**config.mk**
```make
export PLATFORM = sky130hd
export DESIGN_NAME = booth_mult_seq
export DESIGN_NICKNAME = d
export VERILOG_FILES = /design/src/rtl/booth_mult_seq.sv
export SDC_FILE = /design/constraint.sdc
export NUM_CORES = 1
export LEC_CHECK = 0
export ABC_CLOCK_PERIOD_IN_PS = 10400
export CAP_MARGIN = 15
export CORE_ASPECT_RATIO = 0.8
export CORE_MARGIN = 3
export CORE_UTILIZATION = 47
export DETAILED_ROUTE_END_ITERATION = 8
export GPL_TIMING_DRIVEN = 0
export PLACE_DENSITY = 0.69
export RECOVER_POWER = 25
export SYNTH_ARGS = -nofsm -noshare
export SYNTH_HDL_FRONTEND = slang
export SYNTH_SLANG_ARGS = --single-unit
```
**constraint.sdc**
```tcl
create_clock -name clk -period 10.4 [get_ports clk]
set_input_delay 3.12 -clock clk [delete_from_list [all_inputs] [get_ports clk]]
set_output_delay 3.12 -clock clk [all_outputs]
set_load 0.02 [all_outputs]
```
**src/rtl/booth_mult_seq.sv**
```systemverilog
// Sequential signed radix-4 Booth multiplier.
// One Booth digit per clock: WIDTH/2 iterations after the start-capture edge,
// then a single-cycle ready pulse with the registered product and overflow flag.
module booth_mult_seq #(
  parameter int WIDTH = 32
) (
  input  logic               clk,
  input  logic               reset,
  input  logic               start,
  input  logic [WIDTH-1:0]   op_a,
  input  logic [WIDTH-1:0]   op_b,
  output logic [2*WIDTH-1:0] product,
  output logic               overflow,
  output logic               ready,
  output logic               busy
);

  // Adder is two bits wider than the operands so that +-2M never wraps,
  // including the -2^(WIDTH-1) * -2^(WIDTH-1) corner.
  localparam int AW = WIDTH + 2;
  // Full shift pair: accumulator, multiplier, and the implicit bit below the LSB.
  localparam int PW = AW + WIDTH + 1;
  localparam int CW = (WIDTH / 2 > 1) ? $clog2(WIDTH / 2) : 1;
  localparam logic [CW-1:0] LAST = CW'(WIDTH / 2 - 1);

  typedef enum logic [1:0] {
    S_IDLE = 2'd0,
    S_RUN  = 2'd1,
    S_DONE = 2'd2
  } state_e;

  state_e             state_q;
  logic [AW-1:0]      mcand_q;
  logic [AW-1:0]      acc_q;
  logic [WIDTH:0]     mplier_q;   // {remaining multiplier bits, previous bit}
  logic [CW-1:0]      count_q;
  logic [2*WIDTH-1:0] product_q;
  logic               overflow_q;
  logic               ready_q;
  logic               busy_q;

  logic [AW-1:0]      mcand2;
  logic [AW-1:0]      addend_d;
  logic [AW-1:0]      sum_d;
  logic [PW-1:0]      shifted_d;
  logic [2*WIDTH-1:0] product_d;
  logic               overflow_d;

  assign mcand2 = {mcand_q[AW-2:0], 1'b0};

  // One Booth step: pick 0/+-M/+-2M from the current triplet, add, shift by 2.
  always_comb begin
    addend_d = '0;
    case (mplier_q[2:0])
      3'b001, 3'b010: addend_d = mcand_q;
      3'b011:         addend_d = mcand2;
      3'b100:         addend_d = -mcand2;
      3'b101, 3'b110: addend_d = -mcand_q;
      default:        addend_d = '0;
    endcase
    sum_d      = acc_q + addend_d;
    shifted_d  = $signed({sum_d, mplier_q}) >>> 2;
    // After the last shift the low product half sits above the implicit bit.
    product_d  = shifted_d[2*WIDTH:1];
    overflow_d = !((&product_d[2*WIDTH-1:WIDTH-1]) || !(|product_d[2*WIDTH-1:WIDTH-1]));
  end

  // Control FSM with registered outputs; product is held until the next result lands.
  always_ff @(posedge clk or negedge reset) begin
    if (!reset) begin
      state_q    <= S_IDLE;
      mcand_q    <= '0;
      acc_q      <= '0;
      mplier_q   <= '0;
      count_q    <= '0;
      product_q  <= '0;
      overflow_q <= 1'b0;
      ready_q    <= 1'b0;
      busy_q     <= 1'b0;
    end else begin
      case (state_q)
        S_IDLE, S_DONE: begin
          ready_q <= 1'b0;
          busy_q  <= 1'b0;
          if (start) begin
            mcand_q  <= {{2{op_a[WIDTH-1]}}, op_a};
            acc_q    <= '0;
            mplier_q <= {op_b, 1'b0};
            count_q  <= '0;
            busy_q   <= 1'b1;
            state_q  <= S_RUN;
          end else begin
            state_q  <= S_IDLE;
          end
        end
        S_RUN: begin
          acc_q    <= shifted_d[PW-1:WIDTH+1];
          mplier_q <= shifted_d[WIDTH:0];
          if (count_q == LAST) begin
            product_q  <= product_d;
            overflow_q <= overflow_d;
            ready_q    <= 1'b1;
            busy_q     <= 1'b0;
            state_q    <= S_DONE;
          end else begin
            count_q    <= count_q + 1'b1;
          end
        end
        default: begin
          state_q <= S_IDLE;
          ready_q <= 1'b0;
          busy_q  <= 1'b0;
        end
      endcase
    end
  end

  assign product  = product_q;
  assign overflow = overflow_q;
  assign ready    = ready_q;
  assign busy     = busy_q;

endmodule

```
== After elaboration in Yosys (flattened, before gate mapping) ==
Index checks and enable logic that the tools add are counted.

* $add $sub $neg: 4
* Eq/ne operators: 12
* Mux-type cells: 16
* Reductions and logical operators: 14

{| class="wikitable"
|+ Operator list
! operator !! count
|-
| 34-bit case mux with 4 select lines || 1
|-
| 34-bit negation || 2
|-
| 34-bit case mux with 2 select lines || 1
|-
| 33-bit case mux with 2 select lines || 1
|-
| 34-bit adder || 1
|-
| 34-bit 2-to-1 mux || 1
|-
| 33-bit 2-to-1 mux || 1
|-
| 33-bit AND reduction || 1
|-
| 33-bit OR reduction || 1
|-
| 3-bit == test (second input constant) || 3
|-
| 4-bit 2-to-1 mux || 2
|-
| 4-bit case mux with 2 select lines || 1
|-
| 3-bit by 2-bit == test with 1-bit output (second input constant) || 2
|-
| 2-bit != test (second input constant) || 3
|-
| 2-bit AND reduction || 3
|-
| 2-bit OR reduction || 3
|-
| 1-bit 2-to-1 mux || 5
|-
| 4-bit by 1-bit adder with 4-bit output (second input constant) || 1
|-
| 4-bit == test (second input constant) || 1
|-
| 2-bit case mux with 2 select lines || 1
|-
| 3-bit by 1-bit == test with 1-bit output (second input constant) || 1
|-
| 3-bit AND reduction || 1
|-
| 2-bit by 1-bit == test with 1-bit output (second input constant) || 1
|-
| 2-bit == test (second input constant) || 1
|-
| 6 further kinds || 7
|}

* Flip-flop bits (word level): 172
* Input bits: 67
* Output and inout bits: 67

== Longest topological paths before layout ==
Gate-level depths: netlist of the first run.

* Depth after elaboration: 8
* Mapped depth: 23
* Mapped depth without buffers: 22

== Worst setup path after synthesis of the first run ==
Ideal clock, no wire load.

* Kind: register -> register
* Start point: register mcand_q[0]
* End point: register overflow_q, in the netlist overflow
* Library setup time: 0.128 ns
* Arrival: 5.487 ns
* Required time: 10.272 ns
* Setup slack: 4.785 ns
* Stages on the path, launching flop included: 23
* Period minus slack after synthesis: 5.615 ns
* Cells stage by stage: dfrtp_1 > inv_1 > ha_1 > or4b_4 > or4_4 > buf_6 > or4_1 > xnor2_1 > o21ai_0 > o2111ai_1 > o21ai_0 > ha_1 > clkbuf_1 > a21oi_1 > o21ai_1 > o31a_1 > o21a_1 > a2111oi_2 > nor3_1 > o31a_1 > xnor3_2 > nor4_1 > nor3_2

* Longest elaborated chain between the ends: 7
* Elaborated cells on any way between the ends: 9

{| class="wikitable"
|+ RTL lines
! what !! RTL line !! text
|-
| start, declared || 33 || <nowiki>logic [AW-1:0] mcand_q;</nowiki>
|-
| start signal, assigned || 86 || <nowiki>mcand_q <= {{2{op_a[WIDTH-1]}}, op_a};</nowiki>
|-
| 34-bit negation, on equally long branches || 58, 57 ||
|-
| 34-bit case mux with 4 select lines (*) || 54 || <nowiki>case (mplier_q[2:0])</nowiki>
|-
| 34-bit adder (*) || 61 || <nowiki>sum_d = acc_q + addend_d;</nowiki>
|-
| 33-bit OR reduction || 65 || <nowiki>overflow_d = !((&product_d[2*WIDTH-1:WIDTH-1]) || !(|product_d[2*WIDTH-1:WIDTH-1]));</nowiki>
|-
| 1-bit logical NOT || 65 ||
|-
| 1-bit logical OR (*) || 65 ||
|-
| 1-bit logical NOT (*) || 65 ||
|-
| end signal, assigned || 101 || <nowiki>overflow_q <= overflow_d;</nowiki>
|-
| end, declared || 38 || <nowiki>logic overflow_q;</nowiki>
|}

Every way passes the cells marked *; elsewhere a longest branch is shown, timed or not.
A chain may end at the register's enable or synchronous reset.

==> impl_metrics.py, run 1 <==
metrics = {
    "place": {
        "hpwl_um": 24100,
        "portBuffers": 133,
        "dp_worst_setup_slack_ps": 3950,
        "place_congestion": 0.959,
        "post_dp_cell_area_mm2": 0.0123,
        "placedCellCount": 1692,
    },
    "final_layout": {
        "drive_gt1_share_pct": 6.39,
        "finish.utilization_pct": 59.2,
        "stdcell_count": 1726,
        "nets": 1514,
        "fill_cells": 2012,
        "syn2layout_area_growth_pct": 22.0,
        "fin_area_mm2": 0.0129,
    },
    "cts": {
        "cts_buffers": 17,
        "cts_root_buf": "clkbuf_16",
        "cts_resized": 0,
        "htreeDepth": 4,
        "clkSlewWorstSetupHoldPaths_ps": 80,
        "clock_sinks": 168,
        "ctsLongestPathBuffers": 2,
        "post_cts_buffers": 0,
        "cts_tree": "done",
        "hold_buffers": 0,
        "insertion_delay_ps": 450,
    },
    "synthesis": {
        "synthArstFlopShare_pct": 100,
        "ys.flop_type": "dfrtp_1",
        "synth_top_area_share_pct": 39.6,
        "syn-num-nets": 1361,
        "ys_ff_latch": 168,
        "avgSynthCellArea_um2": 8.43,
        "seq_area_frac_synth_pct": 39.6,
        "synthCells": 1258,
        "synth_area_leader_cell": "dfrtp_1",
        "synth_cell_types": 66,
        "synth_edf_count": 0,
        "ys_warn_count": 0,
        "mappedNetlistArea_mm2": 0.0106,
        "yosys-top-cells-area": "dfrtp_1, nand2_1, o21ai_0",
    },
    "global_route": {
        "grt_antenna_before_repair": 0,
        "grt_usage_pct": 26.7,
        "grt_pass1_wl_um": 51900,
        "grt_pass1_vias": 9292,
        "grt_max_degree": 119,
        "gr-usage-met3_pct": 7.70,
        "use_met2_pct": 36.4,
        "grt_remaining_overflow": 0,
        "grtUsageMet1_pct": 40.6,
        "busiest_layer": "met1",
    },
    "setup_path": {
        "cp_max_fo": 118,
        "cp-start-kind": "input pin",
        "cp-startpoint": "reset",
        "r2r_start": "mcand_q[5]$_DFFE_PN0P_",
        "cpPeakStageDelay_ps": 2260,
        "reg2reg_setup_slack_ps": 3510,
        "slowest_stage": "clkbuf_2",
        "cp_num_buf_inv": 2,
        "worstPathRequired_ps": 10300,
        "cp-end-kind": "async pin",
        "arrival_ps": 7400,
        "path_depth": 2,
        "crit_family": "buffers and inverters",
        "r2r-end": "overflow$_DFFE_PN0P_",
        "worstPathCellList": "clkbuf_1 -> clkbuf_2",
        "path_class": "input pin to async pin",
        "reg2regPathDepth": 22,
        "crit_path_end": "product[22]$_DFFE_PN0P_",
    },
    "timing": {
        "relSlewSlack_pct": -97.2,
        "worst_slew_pin_slew_ps": 2960,
        "timing.final.crit_share_pct": 72.1,
        "worst_slack_ps": 2900,
        "report.final.slew_viol_count": 171,
        "setup_violations": 0,
        "post-route-min-period_ps": 7500,
        "fmax_ghz": 0.133,
        "finalHoldViolations": 0,
        "rsz0062_at_grt": "no",
        "clock_skew_ps": 17.3,
    },
    "hold_path": {
        "min-delay-path-class": "register to register",
        "hp-start": "product[15]$_DFFE_PN0P_",
        "hold_depth": 2,
    },
    "route": {
        "vias": 9955,
        "detail_route.wl_per_cell_um": 18.8,
        "ant_nets": 0,
        "first_iter_violations": 1016,
        "drtPass1Iterations": 6,
        "via_per_inst": 5.77,
        "drc": 0,
        "routed_wl_um": 32500,
    },
    "die": {
        "die-area_mm2": 0.0244,
        "core_mm2": 0.0219,
        "io_pins": 134,
        "start_util_pct": 48.5,
        "die_w_um": 174,
        "row_count": 48,
        "fp.dieH_um": 140,
    },
    "run": {
        "cap_violations": 2,
    },
    "status": {
        "status": "complete, but fails checks",
        "violations": "capacitance limit, slew limit",
    },
}
cells in the final DEF, fill, tap and decap left out, types with 6 or more instances in the layout:
cell,netlist,routed
o21ai_0,140,140
dfrtp_1,168,168
mux2_2,31,31
or3_1,20,20
and2_1,6,6
nand3_1,23,23
clkinv_8,0,6
a211oi_1,11,11
xnor2_1,30,30
ha_1,35,35
clkbuf_1,77,79
inv_1,17,17
a221oi_1,8,8
nor2_1,67,67
a31oi_1,6,6
clkbuf_16,0,17
clkdlybuf4s50_1,0,132
nand4_1,15,15
nor3_1,26,26
or2_2,9,9
nand2b_1,11,11
mux2i_1,40,40
o221ai_1,6,6
xor2_1,30,30
a21oi_1,48,48
a22oi_1,10,10
nor4_1,12,12
a22o_1,17,17
nor2b_1,10,10
o22ai_1,9,9
a21o_1,7,7
nand2_1,291,291
o211ai_1,8,8
kinds of logic (layout without fill, tap and decap cells):
kind of cell | after synthesis | after routing | share of synthesized area, %
flops | 168 | 168 | 39.6
compound gates | 305 | 305 | 17.7
buf+inv | 102 | 268 | 3.76
mux | 71 | 71 | 7.07
simple gates | 515 | 515 | 22.3
other cells | 0 | 2 | 0
fa+ha+maj | 36 | 36 | 4.32
xor+xnor | 61 | 61 | 5.18
sequential cells by signal (all words and copies together) (netlist names):
register / count
product: 64
mplier_q: 33
acc_q: 32
mcand_q: 32
count_q: 4
state_q: 2
overflow: 1
routing by layer:
layer / vias to the layer above / wire [um]
met5: - / 0
met4: 0 / 795
met3: 50 / 2820
met2: 377 / 13200
met1: 4768 / 15600
li1: 4760 / -
tightest hold or removal path, cell delays in order, from the launching register on:
cell	delay, ps
dfrtp_1	340
nand2_1	50
nand2_1	60
synth_stat cells (9+ instances only):
cell,number
a211oi_1,11
a21oi_1,48
a22o_1,17
a22oi_1,10
clkbuf_1,77
dfrtp_1,168
ha_1,35
inv_1,17
mux2_2,31
mux2i_1,40
nand2_1,291
nand2b_1,11
nand3_1,23
nand4_1,15
nor2_1,67
nor2b_1,10
nor3_1,26
nor4_1,12
o21ai_0,140
o22ai_1,9
or2_2,9
or3_1,20
xnor2_1,30
xor2_1,30
worst min-delay path by stage:
stage and to:
2_1_floorplan acc_q[11]$_DFFE_PN0P_, 3_3_place_gp product[27]$_DFFE_PN0P_, 3_5_place_dp product[27]$_DFFE_PN0P_, 4_1_cts product[55]$_DFFE_PN0P_, 5_1_grt product[55]$_DFFE_PN0P_, 6_report product[15]$_DFFE_PN0P_
cell type report:
| type | count | area (um2) | area share (%) |
|---|---|---|---|
| diodes | 2 | 5.00 | 0.0387 |
| plain buffers | 84 | 332 | 2.56 |
| clock buffers | 17 | 425 | 3.29 |
| clock inverters | 15 | 194 | 1.50 |
| inverters | 18 | 67.6 | 0.522 |
| multi-input cells | 988 | 6000 | 46.4 |
| flip-flops and latches | 168 | 4200 | 32.5 |
| well taps | 300 | 375 | 2.90 |
| repair buffers | 134 | 1330 | 10.3 |
per-stage QoR:
stage | TNS, ps | hold slack [ps]
after global placement | -151460 | 462
after detailed placement | 0 | 462
after global routing | 0 | 502
after floorplan | 0 | 456
after CTS | 0 | 482
final | 0 | 479
Power of run 1 is not shown: default switching activity piles up to over one toggle a cycle in this logic, so the estimate is an artifact.
==> inputs of run 2 (changes only) <==
Settings changed: ABC_CLOCK_PERIOD_IN_PS 10400 to 6800, PLACE_DENSITY 0.69 to 0.72.
Clock period 10.4 ns to 6.8 ns, I/O delays scaled along.
==> run 2 against run 1 <==
Against the previous run: non-clock buffer count stayed put; sequential share of layout area about the same; worst setup slack worse by 2600 ps; critical endpoint is now overflow$_DFFE_PN0P_; worst hold slack worse by 0.63 ps; wire length up 0.62%; final cell count hardly changed; design area is essentially flat; first-iteration DRC count fell by 6.3%; utilization hardly changed; the run still ends with capacitance limit, slew limit left.
==> impl_metrics.py, run 2 (synthesized netlist as in run 1, its figures left out) <==
metrics = {
    "hold_path": {
        "min-delay-path-class": "register to register",
        "hp-start": "product[61]$_DFFE_PN0P_",
    },
    "cts": {
        "cts_buffers": 17,
        "clkSlewWorstSetupHoldPaths_ps": 80,
        "cts_tree": "done",
        "cts_root_buf": "clkbuf_16",
        "post_cts_buffers": 0,
        "hold_buffers": 0,
        "cts_resized": 0,
        "ctsLongestPathBuffers": 2,
        "insertion_delay_ps": 450,
        "htreeDepth": 4,
        "clock_sinks": 168,
    },
    "final_layout": {
        "stdcell_count": 1725,
        "syn2layout_area_growth_pct": 22.0,
        "largest_reg_flops": 64,
        "layout_commonest_cell": "nand2_1",
        "mostFrequentLayoutCells": "nand2_1, dfrtp_1, o21ai_0, clkdlybuf4s50_1, clkbuf_1",
        "nets": 1514,
        "drive_gt1_share_pct": 6.46,
    },
    "die": {
        "core_mm2": 0.0219,
        "start_util_pct": 48.5,
        "io_pins": 134,
        "die_w_um": 174,
        "row_count": 48,
        "die-area_mm2": 0.0244,
        "fp.dieH_um": 140,
    },
    "timing": {
        "finalHoldViolations": 0,
        "clock_skew_ps": 18.3,
        "setup_violations": 0,
        "worst_slack_ps": 272,
        "fmax_ghz": 0.153,
        "timing.final.crit_share_pct": 96.0,
        "rsz0062_at_grt": "no",
        "fin_hold_ws_ps": 478,
        "worst_slew_pin_slew_ps": 3330,
        "post-route-min-period_ps": 6530,
        "relSlewSlack_pct": -122,
        "report.final.slew_viol_count": 65,
    },
    "setup_path": {
        "cp-end-kind": "register",
        "crit_top_cell": "o21ai_0",
        "r2r_start": "mcand_q[0]$_DFFE_PN0P_",
        "cp-start-kind": "register",
        "worstPathRequired_ps": 7130,
        "cp_max_fo": 7,
        "arrival_ps": 6860,
        "crit_family": "simple AND/OR/NAND/NOR gates",
        "path_class": "register to register",
        "worstPathCellList": "inv_1 -> ha_1 -> or4b_4 -> or4_4 -> buf_6 -> or4_1 -> xnor2_1 -> o21ai_0 -> o2111ai_1 -> o21ai_0 -> ha_1 -> clkbuf_1 -> nand2_1 -> o21ai_1 -> mux2i_1 -> o21ai_0 -> nor3_1 -> nand3_1 -> nor4_1 -> nand4_1 -> nor4_1 -> nor3_2",
        "cp-startpoint": "mcand_q[0]$_DFFE_PN0P_",
        "cpPeakStageDelay_ps": 620,
        "slowest_stage": "nor3_1",
        "cp_num_buf_inv": 3,
    },
    "status": {
        "violations": "capacitance limit, slew limit",
        "status": "complete, but fails checks",
    },
    "place": {
        "placedCellCount": 1692,
        "place_congestion": 0.971,
        "hpwl_um": 24100,
        "portBuffers": 133,
        "dp_worst_setup_slack_ps": 326,
    },
    "global_route": {
        "grt_usage_pct": 26.9,
        "grt_pass1_wl_um": 52200,
        "grt_remaining_overflow": 0,
        "grt_antenna_before_repair": 0,
        "grt_pass1_vias": 9453,
        "grt_max_degree": 106,
    },
    "route": {
        "drtPass1Iterations": 5,
        "routed_wl_um": 32700,
        "ant_nets": 0,
        "drc": 0,
        "first_iter_violations": 952,
        "vias": 10000,
        "via_per_inst": 5.82,
        "detail_route.wl_per_cell_um": 19.0,
    },
    "run": {
        "cap_violations": 1,
    },
}
## run 2: layout make-up
cell class                      count  area, um2
Antenna cell                        1       2.50
Buffer                             84        332
Clock buffer                       17        425
Clock inverter                     15        191
Fill cell                        1982       8920
Inverter                           18       67.6
Multi-Input combinational cell    988       6010
Sequential cell                   168       4200
Tap cell                          300        375
Timing Repair Buffer              134       1330
## run 2: worst register-to-register path, delay by kind of cell (launching register included)
family / cells / cell delay [ps]
muxes: 1 / 250
xor gates and xnor gates: 1 / 200
AOI/OAI and AO/OA: 5 / 840
DFF: 1 / 400
buffers and inverters: 3 / 540
and+or+nand+nor: 10 / 3570
adders and majority gates: 2 / 610
## run 2: final timing paths
kind	to	slack, ps	cells past startpoint
min reg2reg	product[61]$_DFFE_PN0P_	480	2
max in group asynchronous	acc_q[0]$_DFFE_PN0P_	1110	2
min	product[61]$_DFFE_PN0P_	480	2
min in group asynchronous	product[57]$_DFFE_PN0P_	2690	1
max reg2reg	overflow$_DFFE_PN0P_	270	22
max	overflow$_DFFE_PN0P_	270	22
## run 2: metal layers
layer,part of all wire [%],up-vias,track usage (%)
li1,-,4748,-
met1,47,4794,41.1
met2,41,444,37.2
met3,9.2,53,6.42
met4,2.7,0,8.42
met5,0,-,0
## run 2: stage by stage
stage          TNS (ps)  util, %  instance area, um2
2_1_floorplan         0        -               10600
3_3_place_gp    -554160     56.3               12300
3_5_place_dp          0     56.5               12300
4_1_cts               0     59.3               13000
5_1_grt               0     59.2               12900
6_report              0     59.2               12900
Power of run 2 is left out for the same reason.
